**config.mk**
```make
export PLATFORM = sky130hd
export DESIGN_NAME = rr_stream_mux
export DESIGN_NICKNAME = d
export VERILOG_FILES = /design/src/rtl/rr_stream_mux.sv
export SDC_FILE = /design/constraint.sdc
export NUM_CORES = 1
export LEC_CHECK = 0
export ABC_CLOCK_PERIOD_IN_PS = 4350
export CORE_MARGIN = 10
export CORE_UTILIZATION = 39
export CTS_CLUSTER_DIAMETER = 120
export DETAILED_ROUTE_END_ITERATION = 8
export GPL_TIMING_DRIVEN = 0
export PLACE_DENSITY = 0.76
export SLEW_MARGIN = 20
export SYNTH_ARGS = -nofsm -noshare
export SYNTH_HDL_FRONTEND = slang
export SYNTH_SLANG_ARGS = --single-unit
```
**constraint.sdc**
```tcl
create_clock -name clk -period 4.35 [get_ports clk]
set_clock_uncertainty 0.05 [all_clocks]
set_input_delay 0.87 -clock clk [delete_from_list [all_inputs] [get_ports clk]]
set_output_delay 0.87 -clock clk [all_outputs]
set_load 0.01 [all_outputs]
```
**src/rtl/rr_stream_mux.sv**
```systemverilog
// rr_stream_mux: N-channel registered valid/ready stream mux.
// Forced-select or round-robin arbitration with optional packet lock.
module rr_stream_mux #(
  parameter int N_CH         = 4,
  parameter int DATA_W       = 8,
  parameter bit LOCK_ON_LAST = 1'b1,
  localparam int CH_W        = $clog2(N_CH)
) (
  input  logic                     clk,
  input  logic                     rst_n,
  input  logic [N_CH-1:0]          in_valid,
  input  logic [N_CH*DATA_W-1:0]   in_data,
  input  logic [N_CH-1:0]          in_last,
  output logic [N_CH-1:0]          in_ready,
  input  logic                     sel_force_en,
  input  logic [CH_W-1:0]          sel_force,
  output logic                     out_valid,
  output logic [DATA_W-1:0]        out_data,
  output logic                     out_last,
  output logic [CH_W-1:0]          out_ch,
  input  logic                     out_ready
);

  typedef enum logic {S_IDLE, S_LOCKED} state_t;

  state_t              r_state;
  state_t              w_state_nxt;
  logic [CH_W-1:0]     r_ptr;
  logic [CH_W-1:0]     w_ptr_nxt;
  logic [CH_W-1:0]     r_lock_ch;
  logic [CH_W-1:0]     w_lock_ch_nxt;

  logic [2*N_CH-1:0]   w_vv;
  logic [2*N_CH-1:0]   w_rot;
  logic [CH_W-1:0]     w_rr_gnt;
  logic                w_rr_v;
  logic                w_frc_ok;
  logic [CH_W-1:0]     w_gnt;
  logic                w_gnt_v;
  logic                w_accept;
  logic                w_xfer;
  logic                w_sel_v;
  logic                w_sel_last;
  logic [DATA_W-1:0]   w_sel_data;

  assign w_accept = !out_valid || out_ready;
  assign w_frc_ok = (int'(sel_force) < N_CH);

  // Rotate valids so bit 0 is the channel at the rr pointer.
  assign w_vv  = {in_valid, in_valid};
  assign w_rot = w_vv >> r_ptr;

  always_comb begin
    int t;
    t        = 0;
    w_rr_gnt = '0;
    w_rr_v   = 1'b0;
    for (int k = N_CH-1; k >= 0; k--) begin
      if (w_rot[k]) begin
        t = int'(r_ptr) + k;
        if (t >= N_CH) t = t - N_CH;
        w_rr_gnt = CH_W'(t);
        w_rr_v   = 1'b1;
      end
    end
  end

  always_comb begin
    w_gnt   = w_rr_gnt;
    w_gnt_v = w_rr_v;
    if (r_state == S_LOCKED) begin
      w_gnt   = r_lock_ch;
      w_gnt_v = 1'b1;
    end else if (sel_force_en) begin
      w_gnt   = sel_force;
      w_gnt_v = w_frc_ok;
    end
  end

  always_comb begin
    w_sel_v    = 1'b0;
    w_sel_last = 1'b0;
    w_sel_data = '0;
    in_ready   = '0;
    for (int i = 0; i < N_CH; i++) begin
      if (w_gnt == CH_W'(i)) begin
        w_sel_v     = in_valid[i];
        w_sel_last  = in_last[i];
        w_sel_data  = in_data[i*DATA_W +: DATA_W];
        in_ready[i] = w_accept && w_gnt_v;
      end
    end
  end

  assign w_xfer = w_accept && w_gnt_v && w_sel_v;

  always_comb begin
    w_state_nxt   = r_state;
    w_ptr_nxt     = r_ptr;
    w_lock_ch_nxt = r_lock_ch;
    if (w_xfer) begin
      if (!sel_force_en) begin
        w_ptr_nxt = (int'(w_gnt) == N_CH-1) ? '0
                  : w_gnt + CH_W'(1);
      end
      unique case (r_state)
        S_IDLE: begin
          if (LOCK_ON_LAST && !w_sel_last) begin
            w_state_nxt   = S_LOCKED;
            w_lock_ch_nxt = w_gnt;
          end
        end
        S_LOCKED: begin
          if (w_sel_last) w_state_nxt = S_IDLE;
        end
        default: w_state_nxt = S_IDLE;
      endcase
    end
  end

  always_ff @(posedge clk or negedge rst_n) begin
    if (!rst_n) begin
      r_state   <= S_IDLE;
      r_ptr     <= '0;
      r_lock_ch <= '0;
    end else begin
      r_state   <= w_state_nxt;
      r_ptr     <= w_ptr_nxt;
      r_lock_ch <= w_lock_ch_nxt;
    end
  end

  always_ff @(posedge clk or negedge rst_n) begin
    if (!rst_n) begin
      out_valid <= 1'b0;
      out_data  <= '0;
      out_last  <= 1'b0;
      out_ch    <= '0;
    end else if (w_accept) begin
      out_valid <= w_xfer;
      if (w_xfer) begin
        out_data <= w_sel_data;
        out_last <= w_sel_last;
        out_ch   <= w_gnt;
      end
    end
  end

endmodule

```
== After elaboration in Yosys (flattened, before gate mapping) ==
Index checks and enable logic that the tools add are counted.

* Input bits: 46
* Output and inout port bits: 16
* Flip-flop bits (word level): 17
* Word-level logic and storage cells: 69

* Shift-type cells: 1
* Reduce and logical (&&, ||, !) cells: 8
* Equality and inequality tests: 4
* Order comparisons: 4
* Bitwise operators: 3
* Muxes and demuxes: 34
* Add/sub/neg operators: 8

{| class="wikitable"
|+ Operator list
! operator !! number
|-
| $mux W8 || 4
|-
| $mux W2 || 11
|-
| $mux W1 || 19
|-
| $ge A3 B3 Y1 const B || 3
|-
| $shr A8 B2 Y4 || 1
|-
| $sub A2 B1 Y2 const B || 4
|-
| $add A2 B2 Y3 const B || 2
|-
| $eq A2 B1 Y1 const B || 2
|-
| $eq A2 B2 Y1 const B || 2
|-
| $reduce_and A2 Y1 || 2
|-
| $add A2 B1 Y3 const B || 1
|-
| $ge A2 B3 Y1 const B || 1
|-
| $not A1 Y1 || 3
|-
| $reduce_and A3 Y1 || 1
|-
| $add A2 B1 Y2 const B || 1
|-
| $logic_and A1 B1 Y1 || 2
|-
| $logic_not A2 Y1 || 1
|-
| $logic_not A1 Y1 || 1
|-
| $logic_or A1 B1 Y1 || 1
|}

== Logic depth before layout (Yosys ltp) ==
Gate-level depths: netlist of the first run.

* Word-level depth: 16
* Depth in mapped cells: 13

== Worst setup path before layout of the first run ==
No wires, ideal clock.

* Path type: input port to output port
* From: input port in_valid[0]
* To: output port in_ready[3]
* Setup slack: 0.563 ns
* Arrival time: 2.867 ns
* Cell stages on the path: 8
* Path buffers: 2
* Cell sequence: and2_1 o311ai_0 o311ai_0 o21ai_0 ha_1 clkbuf_1 clkbuf_1 and2_1

* Cells in the longest elaborated chain, start to end: 9
* Elaborated cells between the ends (all ways): 16
* Those cells by class: eq/ne (1); shift (1); mux (13); reduce/logical (1)

{| class="wikitable"
|+ RTL lines
! item !! line !! source
|-
| start, declared || 11 || <nowiki>input logic [N_CH-1:0] in_valid,</nowiki>
|-
| $shr A8 B2 Y4 (*) || 51 || <nowiki>assign w_rot = w_vv >> r_ptr;</nowiki>
|-
| $mux W2 (3 in series) || 59 || <nowiki>if (w_rot[k]) begin</nowiki>
|-
| $mux W2 (*) || 59 ||
|-
| $mux W2 (*) || 74 || <nowiki>end else if (sel_force_en) begin</nowiki>
|-
| $mux W2 (*) || 71 || <nowiki>if (r_state == S_LOCKED) begin</nowiki>
|-
| via w_gnt[1] || 38 || <nowiki>logic [CH_W-1:0] w_gnt;</nowiki>
|-
| $eq A2 B2 Y1 (*) || 86 || <nowiki>if (w_gnt == CH_W'(i)) begin</nowiki>
|-
| $mux W1 (*) || 86 ||
|-
| end, declared || 14 || <nowiki>output logic [N_CH-1:0] in_ready,</nowiki>
|}

Mark *: on every way through the listed nets, which the timed path passes. The rest lies on a longest branch.

== Final worst setup path of the first run ==
* From: input port in_valid[0]
* To: output port in_ready[1]

* Cells in the longest elaborated chain, start to end: 9
* Elaborated cells between the ends (all ways): 16
* Those cells by class: eq/ne (1); shift (1); mux (13); reduce/logical (1)

{| class="wikitable"
|+ RTL lines
! item !! line
|-
| $shr A8 B2 Y4 (*) || 51
|-
| $mux W2 (3 in series) || 59
|-
| $mux W2 (*) || 59
|-
| $mux W2 (*) || 74
|-
| $mux W2 (*) || 71
|-
| via w_gnt[1] || 38
|-
| $eq A2 B1 Y1 (*) || 86
|-
| $mux W1 (*) || 86
|}

Marked as above.

==> flow_summary_export.csv, run 1 <==
group,metric,value,unit
setup_path,crit_chain,"dlygate4sd2_1 > and2_1 > o311ai_1 > o311ai_2 > o21ai_1 > buf_4 > buf_4 > inv_1 > ha_2 > clkbuf_4 > and2_1 > clkdlybuf4s50_1",
logic_synthesis,synth-xor-area-share,0,%
power,p_leak,0.8551,nW
setup_path,cp-end-kind,"output pin",
sta,final_max_slew_viol_count,0,
sta,period_share,96.11,%
finish,finalNetCount,257,
finish,post-route-util,70.06,%
power,p_switching,617.7,µW
global_routing,grt_util_met2,25.81,%
finish,diodes,0,
logic_synthesis,synth_mux_area_share,5.777,%
setup_path,cp-start-kind,"primary input",
setup_path,reg2reg_depth,14,
worst_hold_path,min_from,"out_data[3]",
placed_design,place_congestion,0.9711,
sta,worst_slew_pin_slew,0.7914,ns
floorplanning,rows,19,
power,clockPowerShare,6.3,%
clocking,h-tree-depth,1,
placed_design,io_buffers,61,
sta,setup_viol,0,
logic_synthesis,synth_cells,134,
setup_path,crit_family,"buffers and inverters",
detailed_routing,dr.first_iter.drc_count,50,
power,combPwrFrac,73.7,%
placed_design,dp_hpwl,3382,µm
setup_path,cp_num_buf_inv,6,
global_routing,grt_max_degree,18,
detailed_routing,drc,0,
detailed_routing,num_vias,1323,
logic_synthesis,synth-simple-area-share,21.74,%
clocking,tritoncts,"built",
logic_synthesis,post_synth.cell_area_avg,8.889,µm²
logic_synthesis,synth-compound-area-share,26.37,%
clocking,clockBufferDepth,2,
global_routing,use_met1,18.87,%
logic_synthesis,yosysWarnings,0,
setup_path,crit_slowest_cell,"clkdlybuf4s50_1",
placed_design,dpl-instance-area,0.001841,mm²
floorplanning,die_x,75.27,µm
global_routing,antenna_found_initial,0,
placed_design,pre_cts_slack,-1.121,ns
power,seqPwrFrac,19.9,%
finish,num-fill-cells,223,
power,p_total,1.417,mW
finish,design_area,0.001982,mm²
logic_synthesis,synthesis.area,0.001191,mm²
setup_path,crit_arrival,3.26,ns
logic_synthesis,synth_seq_area_share,35.71,%
setup_path,cp_max_fo,10,
clocking,clock_latency,0.30,ns
finish,final_common_cell,"clkdlybuf4s50_1",
floorplanning,die_area,0.005665,mm²
detailed_routing,routedWlPerCell,18.37,µm
global_routing,grt.busiest_layer,"met2",
logic_synthesis,synth_top_family_by_area,"compound AO/OA/AOI/OAI gates",
logic_synthesis,async_flop_share,100.0,%
sta,rsz0062_at_grt,"no",
global_routing,grt_usage,15.32,%
clocking,path_clk_slew,0.11,ns
status,outcome,"finished, final reports clean",
floorplanning,core_area,0.002829,mm²
clocking,ctsRootBufferMaster,"clkbuf_4",
sta,finalHoldViolations,0,
worst_hold_path,hold_depth,2,
logic_synthesis,ys.flop_type,"dfrtp_1",
detailed_routing,routed_wl,4353,µm
clocking,cts_buffers,3,
detailed_routing,dr.pass1.iters,4,
global_routing,grt.overflow.total,0,
detailed_routing,via_per_inst,5.582,
logic_synthesis,synth_fa_ha_area_share,4.202,%
floorplanning,fp.dieH,75.27,µm
power,internal_power,799.8,µW
sta,fin_ws,0.1693,ns
setup_path,crit_type,"in -> out",
logic_synthesis,synth-edff-count,0,
setup_path,critPathLaunch,"in_valid[0]",
sta,period_needed,4.181,ns
finish,layout_common_cells,"clkdlybuf4s50_1 (54), dfrtp_1 (17), nor2b_1 (12), nand2_1 (12), a21oi_1 (11)",
logic_synthesis,syn-num-nets,184,
setup_path,required,3.43,ns
sta,slew_headroom,47.08,%
power,switching_share,43.57,%
global_routing,grt_pass1_vias,1356,
setup_path,r2r_start,"r_ptr[1]",
logic_synthesis,synth-seq-cells,17,
worst_hold_path,hold_class,"reg -> reg",
detailed_routing,drt.antenna.violating_nets,0,
finish,post_route_cells_drive_above_1_share,16.02,%
logic_synthesis,synth_cell_type_count,36,
global_routing,grt_pass1_wl,6803,µm
floorplanning,start_util,42.11,%
sta,max_freq,0.2392,GHz
power,peakVddDrop,0.4055,mV
finish,area_delta_synth_final,66.39,%
power,p_per_area,715.2,mW/mm²
global_routing,grt_util_met3,4.731,%
clocking,cts.sinks,17,
floorplanning,ios,62,
setup_path,critPathMaxStageDelay,0.48,ns
setup_path,cp.depth,12,
flow_run,maxCapViolations,0,
## final cells by class
type | instances | area [µm²] | share of cell area [%]
inverter | 7 | 26.28 | 1.326
tap | 31 | 38.79 | 1.957
clock buffer | 3 | 22.52 | 1.136
timing repair buffer | 68 | 665.6 | 33.59
sequential | 17 | 425.4 | 21.46
buffer | 9 | 72.57 | 3.662
multi-input combinational | 101 | 723.2 | 36.49
clock inverter | 1 | 7.507 | 0.3788
## worst paths after layout
| kind | end | slack, ns |
|---|---|---|
| setup / recovery | in_ready[1] | 0.17 |
| hold / removal | out_data[3] | 0.45 |
| setup reg to reg | out_ch[0] | 0.97 |
| hold reg to reg | out_data[3] | 0.45 |
| max in group asynchronous | r_ptr[1] | 2.78 |
| min in group asynchronous | out_data[1] | 0.96 |
## registers in the layout (all words and copies together), names as in the netlist
| name | cells |
|---|---|
| out_data | 8 |
| r_state | 1 |
| r_ptr | 2 |
| out_ch | 2 |
| out_valid | 1 |
| out_last | 1 |
| r_lock_ch | 2 |
## cell families (layout without fill, tap and decap cells)
kind of cell	Yosys count	after routing
and+or+nand+nor	49	49
buffers and inverters	16	88
muxes	6	6
DFF	17	17
AOI/OAI and AO/OA	42	42
adders and majority gates	4	4
## synthesized netlist by cell type, drive strengths merged, types with 5 or more instances
cell / count / area share, %
clkbuf: 5 / 1.6
o21ai: 11 / 4.6
nor3: 9 / 3.8
inv: 7 / 2.2
and2: 5 / 2.6
nor2: 5 / 1.8
a21oi: 12 / 6.0
nor2b: 13 / 7.0
a221oi: 8 / 5.9
nand2: 12 / 3.8
dfrtp: 17 / 36
## metal layers
layer	wire length [µm]	up-vias	share of wire, %
met1	1916	625	44
met3	445	4	10
li1	-	633	-
met4	32	0	0.74
met2	1958	61	45
met5	0	-	0
## power groups by stage
stage	combinational, mW	clock, mW	sequential [mW]
6_report	1.04	0.0899	0.283
4_1_cts	1.04	0.0929	0.281
5_1_grt	1.15	0.0997	0.292
3_3_place_gp	0.929	0	0.279
2_1_floorplan	0.587	0	0.302
3_5_place_dp	0.959	0	0.284
## stage by stage
| step | hold WS (ns) | TNS, ns | cells |
|---|---|---|---|
| 4_1_cts | 0.4529 | 0 | 237 |
| 6_report | 0.4491 | 0 | 237 |
| 3_5_place_dp | 0.4251 | -3.360 | 226 |
| 5_1_grt | 0.4788 | 0 | 237 |
| 3_3_place_gp | 0.4137 | -2.073 | 226 |
| 2_1_floorplan | 0.4317 | 0 | 134 |
## timing repair
action	in CTS	in global routing
hold buffers	0	0
endpoints found under the setup margin	4	4
pin swaps	5	1
setup buffers	7	0
resized for setup	22	5
## worst register-to-register path, stage by stage, from the launching register on
cell and delay, ns:
dfrtp_1 0.44, and2_1 0.17, o311ai_1 0.29, o311ai_2 0.18, o21ai_1 0.17, buf_4 0.14, buf_4 0.11, inv_1 0.05
ha_1 0.21, nor2b_2 0.16, buf_6 0.13, a22o_2 0.23, o311ai_4 0.34, buf_2 0.28, mux2_1 0.34
Power figures use the tool's default switching activity.
==> inputs of run 2 (changes only) <==
Settings changed: ABC_CLOCK_PERIOD_IN_PS 4350 to unset, CAP_MARGIN set to 20, TNS_END_PERCENT set to 1.
==> run 2 against run 1 <==
Compared with the run above: first-iteration DRC count is 12% lower; core utilization shrank 0.75 points; flip-flop and latch count stayed put; count of clock-buffer cells in the layout unchanged; final cell count shrank 0.84%; sequential share of layout area rose by 0.23 points; combinational power hardly changed; global-route usage decreased by 0.13 points; largest cell class is now multi-input combinational cells; highest routed layer unchanged.
==> flow_summary_export.csv, run 2 (same netlist as run 1, synthesis figures left out) <==
group,metric,value,unit
status,outcome,"finished, final reports clean",
detailed_routing,num_vias,1282,
sta,final.setup.tns,0,ns
finish,post_route_cells_drive_above_1_share,16.18,%
setup_path,regToRegSetupSlack,0.97,ns
power,combPwrFrac,73.5,%
global_routing,antenna_found_initial,0,
detailed_routing,drc,0,
global_routing,grt_pass1_wl,6741,µm
finish,diodes,0,
clocking,h-tree-depth,1,
worst_hold_path,min_from,"out_data[3]",
placed_design,place_congestion,0.9711,
floorplanning,ios,62,
sta,period_share,97.70,%
clocking,path_clk_slew,0.11,ns
floorplanning,core_area,0.002829,mm²
detailed_routing,routedWlPerCell,18.13,µm
finish,num-fill-cells,217,
setup_path,critPathLaunch,"in_valid[3]",
setup_path,crit_chain,"clkdlybuf4s50_1 > nor2_2 > o311ai_1 > o311ai_2 > o21ai_1 > buf_4 > buf_4 > inv_1 > ha_2 > clkbuf_8 > and2_1 > clkdlybuf4s50_1",
setup_path,crit_family,"buffers and inverters",
detailed_routing,routed_wl,4260,µm
setup_path,required,3.43,ns
placed_design,dp_hpwl,3382,µm
flow_run,maxCapViolations,0,
setup_path,cp_num_buf_inv,6,
finish,top_register,"out_data",
sta,rsz0062_at_grt,"yes",
finish,finalNetCount,255,
setup_path,cp-end-kind,"output pin",
placed_design,dpl-instance-area,0.001841,mm²
setup_path,cp-start-kind,"primary input",
power,seqPwrFrac,20.1,%
floorplanning,rows,19,
global_routing,grt_max_degree,18,
power,p_per_area,719.3,mW/mm²
setup_path,r2r_start,"r_ptr[1]",
sta,finalHoldViolations,0,
floorplanning,fp.dieH,75.27,µm
floorplanning,start_util,42.11,%
sta,period_needed,4.250,ns
detailed_routing,via_per_inst,5.455,
detailed_routing,drt.antenna.violating_nets,0,
clocking,ctsRootBufferMaster,"clkbuf_4",
setup_path,critPathMaxStageDelay,0.53,ns
power,switching_share,43.42,%
clocking,clockBufferDepth,2,
finish,area_delta_synth_final,64.60,%
power,p_leak,0.8221,nW
power,peakVddDrop,0.4025,mV
power,internal_power,798.0,µW
global_routing,grt.overflow.total,0,
sta,slew_headroom,47.28,%
placed_design,io_buffers,61,
clocking,cts_buffers,3,
power,p_total,1.410,mW
setup_path,crit_type,"in -> out",
clocking,cts.sinks,17,
finish,final_common_cell,"clkdlybuf4s50_1",
power,clockPowerShare,6.4,%
finish,design_area,0.001961,mm²
finish,largest_reg_flops,8,
clocking,hold_buffers,0,
finish,layout_common_cells,"clkdlybuf4s50_1 (55), dfrtp_1 (17), nand2_1 (12), nor2b_1 (11), a21oi_1 (11)",
setup_path,crit_arrival,3.33,ns
worst_hold_path,hold_class,"reg -> reg",
floorplanning,die_area,0.005665,mm²
sta,setup_viol,0,
sta,worst_slew_pin_slew,0.7883,ns
clocking,tritoncts,"built",
power,p_switching,612.3,µW
global_routing,grt_usage,15.19,%
detailed_routing,dr.pass1.iters,4,
finish,post-route-util,69.31,%
clocking,clock_latency,0.30,ns
floorplanning,die_x,75.27,µm
detailed_routing,dr.first_iter.drc_count,44,
global_routing,grt_pass1_vias,1342,
setup_path,cp_max_fo,10,
sta,final_max_slew_viol_count,0,
setup_path,crit_slowest_cell,"clkdlybuf4s50_1",
sta,max_freq,0.2353,GHz
-- run 2: power groups by stage --
stage | Sequential (mW) | Combinational (mW) | Clock (mW)
finish | 0.283 | 1.04 | 0.0905
global route | 0.294 | 1.14 | 0.0997
CTS | 0.282 | 1.04 | 0.0929
detailed placement | 0.284 | 0.959 | 0
global placement | 0.279 | 0.929 | 0
floorplan | 0.302 | 0.587 | 0
-- run 2: per-stage QoR --
step	worst slack [ns]	hold slack [ns]	instances
after floorplan	0.5630	0.4317	134
after global placement	-0.9757	0.4137	226
after detailed placement	-1.121	0.4251	226
after CTS	0.07818	0.4529	235
after global routing	-0.01590	0.4788	235
final	0.1003	0.4491	235
-- run 2: layer usage --
layer	wire [µm]	GRT usage (%)
met1	1802	18.56
met2	1946	25.71
met3	483	4.731
met4	27	3.093
met5	0	0
-- run 2: worst register-to-register path, cell delays in order, from the launching register on --
cell,delay [ns]
dfrtp_1,0.44
and2_1,0.17
o311ai_1,0.28
o311ai_2,0.19
o21ai_1,0.18
buf_4,0.15
buf_4,0.11
inv_1,0.05
ha_1,0.19
nor2b_2,0.16
buf_6,0.13
a22o_2,0.23
o311ai_4,0.35
buf_2,0.28
mux2_1,0.34
-- run 2: path summary, 6_finish.rpt --
check	end	cells past startpoint
worst max-delay path	in_ready[1]	12
worst min-delay path	out_data[3]	2
worst max register to register	out_ch[0]	14
worst min register to register	out_data[3]	2
max in group asynchronous	r_ptr[1]	1
min in group asynchronous	out_data[1]	1
-- run 2: area by class of cell --
| class | instances | area (µm²) | share of cell area [%] |
|---|---|---|---|
| multi-input combinational | 101 | 720.7 | 36.76 |
| timing repair buffer | 66 | 640.6 | 32.67 |
| sequential | 17 | 425.4 | 21.70 |
| buffer | 9 | 78.83 | 4.020 |
| tap | 31 | 38.79 | 1.978 |
| inverter | 7 | 26.28 | 1.340 |
| clock buffer | 3 | 22.52 | 1.149 |
| clock inverter | 1 | 7.507 | 0.3829 |
-- run 2: timing repair --
item	4_1_cts	5_1_grt
buffers inserted	5	0
setup endpoints to repair	4	3
pin swaps	3	1
gates resized for setup	27	1
==> inputs of run 3 (changes only) <==
Settings changed: CORE_MARGIN 10 to unset.
==> run 3 against run 2 <==
Compared with the run above: hold slack worse by 0.0012 ns; critical endpoint unchanged; the run now ends with design-rule violations left; flip-flop and latch count unchanged; count of clock-buffer cells in the layout unchanged.
==> flow_summary_export.csv, run 3 (same netlist as run 1, synthesis figures left out) <==
group,metric,value,unit
power,internal_power,807.8,µW
sta,slew_headroom,47.33,%
finish,num-fill-cells,236,
detailed_routing,drt.antenna.violating_nets,0,
clocking,hold_buffers,0,
power,clockPowerShare,6.7,%
setup_path,regToRegSetupSlack,1.03,ns
detailed_routing,num_vias,1295,
global_routing,grt_pass1_wl,5630,µm
worst_hold_path,min_from,"out_data[3]",
placed_design,dp_hpwl,2750,µm
placed_design,io_buffers,61,
placed_design,place_congestion,0.8224,
setup_path,crit_family,"buffers and inverters",
clocking,path_clk_slew,0.12,ns
sta,period_needed,4.146,ns
floorplanning,rows,19,
setup_path,crit_type,"in -> out",
finish,design_area,0.001993,mm²
setup_path,crit_arrival,3.23,ns
sta,period_share,95.30,%
floorplanning,start_util,42.11,%
setup_path,critPathMaxStageDelay,0.53,ns
sta,max_freq,0.2412,GHz
finish,post-route-util,70.46,%
finish,final_common_cell,"clkdlybuf4s50_1",
clocking,ctsRootBufferMaster,"clkbuf_4",
clocking,clock_latency,0.31,ns
detailed_routing,drc,10,
sta,setup_viol,0,
detailed_routing,dr.first_iter.drc_count,74,
sta,finalHoldViolations,0,
worst_hold_path,hold-path-endpoint,"out_data[3]",
detailed_routing,via_per_inst,5.511,
finish,post_route_cells_drive_above_1_share,15.69,%
floorplanning,core_area,0.002829,mm²
finish,largest_reg_flops,8,
finish,diodes,0,
global_routing,grt.overflow.total,0,
setup_path,crit_slowest_cell,"clkdlybuf4s50_1",
setup_path,required,3.43,ns
finish,finalNetCount,255,
sta,rsz0062_at_grt,"no",
clocking,tritoncts,"built",
floorplanning,die_x,57.27,µm
setup_path,rr_endpoint,"out_ch[0]",
flow_run,maxCapViolations,0,
setup_path,crit_chain,"dlygate4sd2_1 > nor2b_1 > nor3_1 > a31oi_1 > o41ai_4 > buf_4 > ha_2 > clkbuf_8 > and2_1 > clkdlybuf4s50_1",
finish,area_delta_synth_final,67.33,%
clocking,cts_buffers,3,
worst_hold_path,hold_class,"reg -> reg",
power,peakVddDrop,0.4075,mV
status,outcome,"complete, but fails checks",
clocking,clockBufferDepth,2,
sta,final_max_slew_viol_count,0,
power,p_switching,612.2,µW
setup_path,reg2reg_depth,13,
sta,whs,0.4479,ns
floorplanning,die_area,0.003279,mm²
setup_path,cp_num_buf_inv,4,
global_routing,antenna_found_initial,0,
finish,layout_common_cells,"clkdlybuf4s50_1 (54), dfrtp_1 (17), nor2b_1 (12), nand2_1 (12), a21oi_1 (11)",
clocking,h-tree-depth,1,
global_routing,grt_usage,22.54,%
status,violations,"design-rule violations",
setup_path,r2r_start,"r_ptr[1]",
setup_path,cp-start-kind,"primary input",
detailed_routing,routed_wl,3727,µm
detailed_routing,routedWlPerCell,15.86,µm
placed_design,dpl-instance-area,0.001841,mm²
setup_path,cp-end-kind,"output pin",
finish,top_register,"out_data",
worst_hold_path,hold_depth,2,
global_routing,grt_max_degree,18,
floorplanning,ios,62,
detailed_routing,dr.pass1.iters,6,
power,switching_share,43.11,%
power,p_leak,0.8613,nW
floorplanning,fp.dieH,57.27,µm
power,combPwrFrac,73.5,%
global_routing,grt_pass1_vias,1188,
setup_path,cp_max_fo,10,
setup_path,cp.depth,10,
clocking,cts.sinks,17,
power,p_per_area,712.5,mW/mm²
sta,worst_slew_pin_slew,0.7876,ns
power,seqPwrFrac,19.8,%
[run 3: cell count changes in the layout (fill, tap and decap cells not counted), sizes merged]
cell,delta
dlygate4sd2,-3
dlymetal6s2s,+4
clkdlybuf4s50,-1
[run 3: tightest hold or removal path, cell delays in order (launching register included)]
cell,delay (ns)
dfrtp_1,0.36
nand2_1,0.05
o21ai_0,0.06
[run 3: layer usage]
layer	vias up	global-route usage, %	routed length (µm)
met3	6	3.628	361
met2	65	40.50	1896
met4	0	4.530	42
li1	621	-	-
met1	603	28.70	1426
met5	-	0	0
[run 3: through the flow]
| stage | setup slack, ns | instances | total power [mW] | setup TNS [ns] |
|---|---|---|---|---|
| floorplan | 0.5630 | 134 | 0.8897 | 0 |
| global placement | -0.9808 | 226 | 1.198 | -2.090 |
| detailed placement | -1.059 | 226 | 1.229 | -2.770 |
| CTS | 0.01963 | 235 | 1.411 | 0 |
| global route | 0.1128 | 235 | 1.531 | 0 |
| finish | 0.2044 | 235 | 1.420 | 0 |
[run 3: power by group through the flow]
stage	Combinational (mW)	Clock [mW]	Sequential, mW
finish	1.04	0.0953	0.282
global route	1.14	0.104	0.287
CTS	1.04	0.0942	0.280
detailed placement	0.945	0	0.284
global placement	0.919	0	0.279
floorplan	0.587	0	0.302
[run 3: what timing repair did]
item / in CTS / in global routing
buffers inserted: 5 / 0
pin swaps: 4 / 2
resized for setup: 24 / 7
setup endpoints to repair: 4 / 2
[run 3: worst max-delay path by stage]
stage	from	to	slack (ns)
after floorplan	in_valid[0]	in_ready[3]	0.56
after global placement	in_valid[0]	in_ready[3]	-0.98
after detailed placement	in_valid[0]	in_ready[3]	-1.06
after CTS	in_valid[2]	in_ready[1]	0.02
after global routing	in_valid[0]	in_ready[2]	0.11
final	in_valid[0]	in_ready[1]	0.20
[run 3: area by class of cell]
class / count / area (µm²) / share of cell area [%]
clock buffer: 3 / 22.52 / 1.130
timing repair buffer: 66 / 654.4 / 32.83
buffer: 9 / 91.34 / 4.583
clock inverter: 1 / 7.507 / 0.3766
tap: 31 / 38.79 / 1.946
multi-input combinational: 101 / 726.9 / 36.47
sequential: 17 / 425.4 / 21.34
inverter: 7 / 26.28 / 1.318
